File: config.mk
export PLATFORM = sky130hd
export DESIGN_NAME = vx_onehot_demux
export DESIGN_NICKNAME = d
export VERILOG_FILES = /design/src/rtl/vx_onehot_demux.sv
export SDC_FILE = /design/constraint.sdc
export NUM_CORES = 1
export LEC_CHECK = 0
export ABC_AREA = 0
export CORE_MARGIN = 2
export CORE_UTILIZATION = 50
export CTS_BUF_LIST = sky130_fd_sc_hd__clkbuf_4
export DETAILED_ROUTE_END_ITERATION = 7
export PLACE_DENSITY = 0.75
export SLEW_MARGIN = 10
export SYNTH_ARGS = -nofsm -noshare
export SYNTH_HDL_FRONTEND = slang
export SYNTH_SLANG_ARGS = --single-unit
File: constraint.sdc
create_clock -name clk -period 2.7 [get_ports clk]
set_clock_uncertainty 0.2 [all_clocks]
set_input_delay 0.405 -clock clk [delete_from_list [all_inputs] [get_ports clk]]
set_output_delay 0.405 -clock clk [all_outputs]
set_load 0.03 [all_outputs]
File: src/rtl/vx_onehot_demux.sv
// One-hot stream demultiplexer: steers each accepted beat into a 2-entry FIFO
// on the selected output; illegal selects are consumed, dropped and counted.
module vx_onehot_demux #(
    parameter int DATAW    = 32,
    parameter int N        = 4,
    parameter int ERR_CNTW = 8
) (
    input  logic                      clk,
    input  logic                      reset,
    input  logic                      valid_in,
    input  logic [DATAW-1:0]          data_in,
    input  logic [N-1:0]              sel_in,
    output logic                      ready_in,
    output logic [N-1:0]              valid_out,
    output logic [N-1:0][DATAW-1:0]   data_out,
    input  logic [N-1:0]              ready_out,
    output logic [ERR_CNTW-1:0]       err_count,
    output logic                      err_sticky
);

    localparam logic [N-1:0]        SEL_ONE = N'(1);
    localparam logic [ERR_CNTW-1:0] ERR_MAX = '1;

    logic [N-1:0][1:0]       cnt_q, cnt_d;
    logic [N-1:0]            valid_q, valid_d;
    logic [N-1:0][DATAW-1:0] head_q, head_d, tail_q, tail_d;
    logic [ERR_CNTW-1:0]     err_q, err_d;
    logic                    sticky_q, sticky_d;

    logic                    sel_legal;
    logic                    tgt_full;
    logic [N-1:0]            full_vec;
    logic [N-1:0]            push_vec;
    logic                    drop;

    // Handshake: a beat transfers on any edge where valid and ready are both
    // high; ready never looks at valid, and ready_in never looks at ready_out.
    always_comb begin
        sel_legal = (sel_in != '0) && ((sel_in & (sel_in - SEL_ONE)) == '0);
        for (int i = 0; i < N; i++) begin
            full_vec[i] = (cnt_q[i] == 2'd2);
        end
        tgt_full = |(sel_in & full_vec);
        ready_in = reset && (!sel_legal || !tgt_full);
        push_vec = (valid_in && ready_in && sel_legal) ? sel_in : '0;
        drop     = valid_in && ready_in && !sel_legal;
    end

    always_comb begin
        cnt_d  = cnt_q;
        head_d = head_q;
        tail_d = tail_q;
        for (int i = 0; i < N; i++) begin
            case (cnt_q[i])
                2'd0: begin
                    if (push_vec[i]) begin
                        head_d[i] = data_in;
                        cnt_d[i]  = 2'd1;
                    end
                end
                2'd1: begin
                    if (push_vec[i] && ready_out[i]) begin
                        head_d[i] = data_in;
                    end else if (push_vec[i]) begin
                        tail_d[i] = data_in;
                        cnt_d[i]  = 2'd2;
                    end else if (ready_out[i]) begin
                        cnt_d[i]  = 2'd0;
                    end
                end
                default: begin
                    // Full: only a pop can happen, the tail slides into the head.
                    if (ready_out[i]) begin
                        head_d[i] = tail_q[i];
                        cnt_d[i]  = 2'd1;
                    end
                end
            endcase
            valid_d[i] = (cnt_d[i] != 2'd0);
        end
    end

    always_comb begin
        err_d    = err_q;
        sticky_d = sticky_q;
        if (drop) begin
            sticky_d = 1'b1;
            if (err_q != ERR_MAX) begin
                err_d = err_q + 1'b1;
            end
        end
    end

    always_ff @(posedge clk) begin
        if (!reset) begin
            cnt_q    <= '0;
            valid_q  <= '0;
            head_q   <= '0;
            tail_q   <= '0;
            err_q    <= '0;
            sticky_q <= 1'b0;
        end else begin
            cnt_q    <= cnt_d;
            valid_q  <= valid_d;
            head_q   <= head_d;
            tail_q   <= tail_d;
            err_q    <= err_d;
            sticky_q <= sticky_d;
        end
    end

    assign valid_out  = valid_q;
    assign data_out   = head_q;
    assign err_count  = err_q;
    assign err_sticky = sticky_q;

endmodule

Word-level counts from Yosys, hierarchy flattened
Cells that the tools add are included.

word-level totals
  bits in registers = 277
  input bits = 43
  output and inout bits = 142
  word-level logic and storage cells = 117

operators by class
  $add $sub $neg = 2
  equality and inequality tests = 17
  multiplexer cells = 41
  bitwise logic cells = 6
  reductions and logical operators = 36

operators by type and width
  cell                 count
  $mux 32              12
  $pmux 32 s2          4
  $mux 2               20
  $reduce_and 3->1     8
  $ne 2x2->1 const B   8
  $pmux 2 s2           4
  $reduce_bool 3->1    4
  $logic_and 1x1->1    9
  $add 8x1->8 const B  1
  $and 4x4->4          2
  $eq 2x1->1 const B   4
  $eq 2x2->1 const B   4
  $logic_not 2->1      4
  $ne 8x8->1 const B   1
  $reduce_bool 2->1    4
  $logic_not 4->1      1
  $mux 4               1
  $not 1->1            4
  $reduce_bool 4->1    1
  $reduce_or 4->1      1
  $sub 4x1->4 const B  1
  $logic_not 1->1      2
  $reduce_and 2->1     1
  $logic_or 1x1->1     1

Longest topological paths before layout
Gate-level depths: netlist (run 1).

  depth after elaboration = 14
  depth in mapped cells = 9
  gate-level depth less buffers = 6

Least setup slack after synthesis (run 1)
OpenSTA, ideal clock, no wires.

  path type = input to register
  from = input sel_in[1]
  to = register tail_q[86] (netlist name)
  setup time = 0.116 ns
  arrival = 2.244 ns
  slack = 0.139 ns
  stages on the path = 9
  buffers on the path = 4
  cell sequence = buf_4 -> or4b_4 -> o311a_1 -> buf_6 -> or4_1 -> buf_2 -> buf_6 -> nand2_1 -> a21boi_1

on the way
  cells in the longest elaborated chain, start to end = 13

RTL lines
  element                                line  RTL
  start: declaration                     12    input logic [N-1:0] sel_in,
  $sub 4x1->4                            39    sel_legal = (sel_in != '0) && ((sel_in & (sel_in - SEL_ONE)) == '0);
  $and 4x4->4                            39
  $logic_not 4->1                        39
  $logic_and 1x1->1                      39
  $logic_not 1->1                        44    ready_in = reset && (!sel_legal || !tgt_full);
  $logic_or 1x1->1                       44
  $logic_and 1x1->1                      44
  $logic_and 1x1->1                      45    push_vec = (valid_in && ready_in && sel_legal) ? sel_in : '0;
  $logic_and 1x1->1 (*)                  45
  $mux 4 (*)                             45
  $logic_and 1x1->1                      62    if (push_vec[i] && ready_out[i]) begin
  $not 1->1 (no source line)             n/a
  $reduce_and 3->1 (no source line) (*)  n/a
  end signal: assignment                 106   tail_q <= tail_d;
  end: declaration                       26    logic [N-1:0][DATAW-1:0] head_q, head_d, tail_q, tail_d;

Every way passes the cells marked *; elsewhere a longest branch is shown, timed or not.
A chain may end at the register's enable or synchronous reset.

Final worst setup path (run 1)
  from = input sel_in[3]
  to = output ready_in

on the way
  cells in the longest elaborated chain, start to end = 7

RTL lines
  element                line  RTL
  $sub 4x1->4            39
  $and 4x4->4            39
  $logic_not 4->1        39
  $logic_and 1x1->1      39
  $logic_not 1->1        44
  $logic_or 1x1->1 (*)   44
  $logic_and 1x1->1 (*)  44
  end: declaration       13    output logic ready_in,

Marks and branches as above.

==> flow_summary.ini, run 1 <==
[cells_and_area]
fillCellCount = 1996
multiInputGateArea_sq_um = 5750
register_area_sq_um = 5550
drive_gt1_share_pct = 14.1
fin_util_pct = 64.0
fin_nets = 1479
syn2layout_area_growth_pct = 26.0

[yosys]
synth-edff-count = 0
synth_cells = 1264
synth_cell_type_count = 51
syn-num-nets = 1308
yosys.area.top_type_share_pct = 46.7
synth.avg_cell_area_sq_um = 9.40
synth_seq_cells = 277
yosys-top-cells-area = dfxtp_1, mux2i_1, nand2_1
seq_area_frac_synth_pct = 46.7
synth_top_area_cell = dfxtp_1
yosysWarnings = 0
synthArstFlopShare_pct = 0
syn_area_sq_um = 11900
synth_flop_cell = dfxtp_1

[timing]
fin_tns_setup_ps = -4.89
finalCritPeriodShare_pct = 100
setup_viol = 1
clock.fmax_mhz = 370
timing.final.hold_violations = 0
slew_violations = 0
finalWorstSetupSlack_ps = -4.89
min_period_ps = 2700
slew_headroom_pct = 34.7
whs_ps = 241
tightest_slew_ps = 980

[clocking]
postCtsSetupBuffers = 0
cts_sinks = 277
root_buffer = clkbuf_4
cts_tree = yes
htreeDepth = 3
cts_max_path_buffers = 3
clkTransAtPathRegs_ps = 50
clk_latency_ps = 670
cts_buffers = 75

[placed_design]
preCtsSetupSlack_ps = -447
dp_hpwl_microns = 19100
io_buffers = 184
place_congestion = 0.823

[routing]
vias = 9625
drt_iter0_markers = 568
route.met2.wl_microns = 14200
top_layer = met4
wl_met3_microns = 1680
wl_per_cell_microns = 16.9
via_per_inst = 5.36
dr.pass1.iters = 5
drtAntennaViolNets = 0
wl_microns = 30400
drc = 0
drt-met1-wl_microns = 13800

[power_and_ir_drop]
p_int_mw = 6.29
power.switching_mw = 2.03
sw_frac_of_total_pct = 24.4
power_frac_clock_pct = 43.0
power_density_nw_per_um2 = 556
share_comb_of_total_power_pct = 7.2
seqPwrFrac_pct = 49.9
ir_drop_mv = 0.327
leakagePower_nw = 6.16

[min_path]
holdPathEnd = err_sticky
holdCritStartpoint = valid_in
min_path_type = in -> reg
holdPathStages = 3

[global_routing]
grt_max_degree = 214
grt_pass1_vias = 9001
grt_pass1_wl_microns = 47400
grt_use_total_pct = 24.0
grt_antenna_before_repair = 1
overflow = 0

[floorplanning]
ios = 185
chipWidth_microns = 158
die_y_microns = 158
initial_core_util_pct = 50.8
core_region_area_sq_um = 23400
dieArea_sq_um = 25000
rows = 56

[critical_path]
endpoint_kind = output port
worst_r2r_path_depth = 7
path_class = in -> out
crit_required_ps = 2100
regToRegSetupSlack_ps = 500
start_kind = input pin
crit_arrival_ps = 2100
regToRegEndpoint = data_out[125]
critPathMaxFanout = 3
r2r_start = cnt_q[7]

[flow_run]
max-cap-violations = 0

[status]
violations = setup timing
status = complete, but fails checks
## sequential cells by signal, summed over array words and instances (netlist names)
| register | count |
|---|---|
| cnt_q | 8 |
| data_out | 128 |
| err_count | 8 |
| err_sticky | 1 |
| tail_q | 128 |
| valid_out | 4 |
## what timing repair did
item	4_1_cts	5_1_grt
pin swaps	0	0
cloned	0	0
hold endpoints to repair	13	0
endpoints found under the setup margin	1	1
hold buffers	1	0
gates resized for setup	6	1
## power by group through the flow
stage / registers (mW) / clock network [mW] / logic (mW)
after global routing: 4.15 / 3.89 / 0.636
after floorplan: 4.31 / 0 / 0.279
after global placement: 4.24 / 0 / 0.587
final: 4.15 / 3.57 / 0.595
after CTS: 4.15 / 3.66 / 0.595
after detailed placement: 4.24 / 0 / 0.590
## worst max path at each step
stage,depth (start not counted),slack (ps),end,start
2_1_floorplan,9,140,tail_q[86],sel_in[1]
3_3_place_gp,7,-410,ready_in,sel_in[3]
3_5_place_dp,7,-450,ready_in,sel_in[3]
4_1_cts,6,40,ready_in,sel_in[3]
5_1_grt,6,-10,ready_in,sel_in[3]
6_report,6,-5,ready_in,sel_in[3]
## cell families (layout without fill, tap and decap cells)
logic type / count (synthesis) / count (layout) / synth area share (%)
and+or+nand+nor: 360 / 360 / 14.8
muxes: 195 / 195 / 16.8
other: 0 / 1 / 0
AOI/OAI and AO/OA: 285 / 285 / 16.1
adders and majority gates: 1 / 1 / 0.105
DFF: 277 / 277 / 46.7
xor gates and xnor gates: 5 / 5 / 0.369
buffers and inverters: 141 / 354 / 5.15
## synthesized netlist by cell type (2+ instances only)
| cell type | number |
|---|---|
| xor2_1 | 4 |
| o21bai_1 | 2 |
| a41o_1 | 2 |
| mux2i_1 | 163 |
| nor3_1 | 2 |
| nor2b_1 | 72 |
| nand4_1 | 5 |
| a211oi_1 | 2 |
| mux2_2 | 32 |
| buf_1 | 9 |
| buf_6 | 5 |
| a21boi_0 | 5 |
| buf_2 | 12 |
| inv_1 | 3 |
| or4_1 | 2 |
| o211a_1 | 64 |
| nand3b_1 | 5 |
| and2_1 | 7 |
| dfxtp_1 | 277 |
| nand2_1 | 186 |
| nor2_1 | 5 |
| o21ai_0 | 109 |
| o21a_1 | 5 |
| nand3_1 | 54 |
| nor4_1 | 3 |
| o21ai_1 | 23 |
| a21oi_1 | 34 |
| o311a_1 | 2 |
| buf_4 | 8 |
| a21boi_1 | 32 |
| or3_1 | 2 |
| nand2b_1 | 6 |
| clkbuf_1 | 104 |
## through the flow
step	std cells	cell area [sq um]	power [mW]
final	1797	15000	8.32
after global routing	1797	15000	8.68
after CTS	1796	15000	8.41
after detailed placement	1676	14100	4.83
after global placement	1676	14100	4.83
after floorplan	1264	11900	4.59
## worst max-delay path: stages
cell and delay (ps):
clkdlybuf4s50_1 500, or4b_1 590, o311ai_2 120, o21ai_0 130, and2_1 180, buf_2 170
## final cells by class
class                   instances  share of cell area (%)
multi-input cells             846                    38.4
flip-flops and latches        277                    37.1
repair buffers                232                    15.9
clock buffers                 108                    5.41
well taps                     319                    2.67
clock inverters                11                   0.476
inverters                       3                  0.0752
diodes                          1                  0.0167
## layer usage
metal,GRT usage (%),up-vias
met2,38.5,275
met3,5.17,52
met5,0,-
met4,9.82,0
met1,31.4,4546
li1,-,4752
## layout by cell type (no fill, tap or decap), drive strengths merged, types with 48 or more instances in the layout
cell type        n
o211a           64
buf             48
mux2i          163
clkdlybuf4s50  182
nand3           54
o21ai          132
nand2          186
nor2b           72
clkbuf         109
dfxtp          277
(Power assumes the default switching activity.)
==> inputs of run 2 (changes only) <==
CAP_MARGIN = 40   (was default)
==> results of run 2 <==
The final DEF is identical to that of run 1; final timing and power are the same.
==> inputs of run 3 (changes only) <==
RECOVER_POWER = 100   (was default)
==> flow_summary.ini, run 3 (synthesis results as in run 1) <==
[status]
status = finished, final reports clean

[cells_and_area]
fin_nets = 1479
final_cell_mix = dfxtp_1, nand2_1, mux2i_1
drive_gt1_share_pct = 13.7
syn2layout_area_growth_pct = 25.2
fillCellCount = 2014
layout_commonest_cell = dfxtp_1

[clocking]
postCtsSetupBuffers = 0
root_buffer = clkbuf_4
cts_tree = yes
cts_buffers = 75
htreeDepth = 3
clk_latency_ps = 660
cts_max_path_buffers = 3
clkTransAtPathRegs_ps = 50
cts_sinks = 277

[routing]
drc = 0
via_per_inst = 5.34
wl_microns = 30300
drtAntennaViolNets = 0
drt_iter0_markers = 544
wl_per_cell_microns = 16.8
vias = 9599
dr.pass1.iters = 5

[timing]
whs_ps = 239
tightest_slew_ps = 1440
slew_headroom_pct = 4.19
slew_violations = 0
fin_tns_setup_ps = 0
setup_viol = 0
finalCritPeriodShare_pct = 100
timing.final.hold_violations = 0
min_period_ps = 2700
clock.fmax_mhz = 370

[placed_design]
dp_hpwl_microns = 19100
io_buffers = 184
place_congestion = 0.823

[global_routing]
grt_use_total_pct = 24.0
use_met1_pct = 31.4
met2_usage_pct = 38.5
grt_max_degree = 214
grt_pass1_wl_microns = 47400
grt-busiest-layer = met2
use_met3_pct = 5.17
overflow = 0
grt_pass1_vias = 9001
grt_antenna_before_repair = 1

[floorplanning]
ios = 185
die_y_microns = 158
core_region_area_sq_um = 23400
dieArea_sq_um = 25000
rows = 56
initial_core_util_pct = 50.8
chipWidth_microns = 158

[critical_path]
worst_r2r_path_depth = 6
r2r_start = cnt_q[1]
critPathMaxFanout = 3
regToRegEndpoint = data_out[22]
regToRegSetupSlack_ps = 330
crit_required_ps = 2100
crit_arrival_ps = 2090
endpoint_kind = output port
start_kind = input pin
path_class = in -> out

[min_path]
holdPathEnd = err_sticky
min_path_type = in -> reg
holdCritStartpoint = valid_in
holdPathStages = 3

[power_and_ir_drop]
leakagePower_nw = 6.57
ir_drop_mv = 0.327
power_density_nw_per_um2 = 558

[flow_run]
max-cap-violations = 0
-- run 3: final cells by class --
| cell class | count | area [sq um] | share of cell area [%] |
|---|---|---|---|
| repair buffers | 232 | 2280 | 15.3 |
| multi-input cells | 846 | 5740 | 38.6 |
| clock buffers | 108 | 811 | 5.45 |
| flip-flops and latches | 277 | 5550 | 37.3 |
| diodes | 1 | 2.50 | 0.0168 |
| well taps | 319 | 399 | 2.68 |
| clock inverters | 11 | 71.3 | 0.480 |
| inverters | 3 | 11.3 | 0.0757 |
-- run 3: worst max path at each step --
stage / startpoint / endpoint / slack, ps / cells past startpoint
6_report: sel_in[3] / ready_in / 0.7 / 6
5_1_grt: sel_in[3] / ready_in / -20 / 6
4_1_cts: sel_in[3] / ready_in / 40 / 6
3_5_place_dp: sel_in[3] / ready_in / -450 / 7
3_3_place_gp: sel_in[3] / ready_in / -410 / 7
2_1_floorplan: sel_in[1] / tail_q[86] / 140 / 9
-- run 3: worst max-delay path: stages --
cell,delay (ps)
clkdlybuf4s50_1,490
or4b_1,590
o311ai_2,120
o21ai_0,130
and2_1,180
buf_2,170
-- run 3: power breakdown --
group          switching (mW)  leakage (nW)  internal [mW]  total, mW
Sequential             0.0234          2.24           4.13       4.15
Clock                    1.66         0.533           1.91       3.57
Combinational           0.340          3.80          0.235      0.574
Total                    2.03          6.57           6.27       8.29
-- run 3: routing by layer --
| layer | vias to the layer above | wire length [microns] |
|---|---|---|
| li1 | 4755 | - |
| met1 | 4532 | 13600 |
| met2 | 262 | 14400 |
| met3 | 50 | 1650 |
| met4 | 0 | 694 |
| met5 | - | 0 |
-- run 3: timing repair --
item | 4_1_cts | 5_1_grt
endpoints found under the hold margin | 13 | 0
hold buffers | 1 | 0
setup endpoints to repair | 1 | 1
gates resized for setup | 6 | 1
-- run 3: stage by stage --
step | cell area, sq um | cells | util [%] | setup slack [ps] | total power [mW]
after CTS | 15000 | 1796 | 63.9 | 38.0 | 8.41
after floorplan | 11900 | 1264 | - | 139 | 4.59
after detailed placement | 14100 | 1676 | 60.2 | -447 | 4.83
final | 14900 | 1797 | 63.5 | 0.698 | 8.29
after global placement | 14100 | 1676 | 60.2 | -411 | 4.83
after global routing | 14900 | 1797 | 63.5 | -15.2 | 8.65
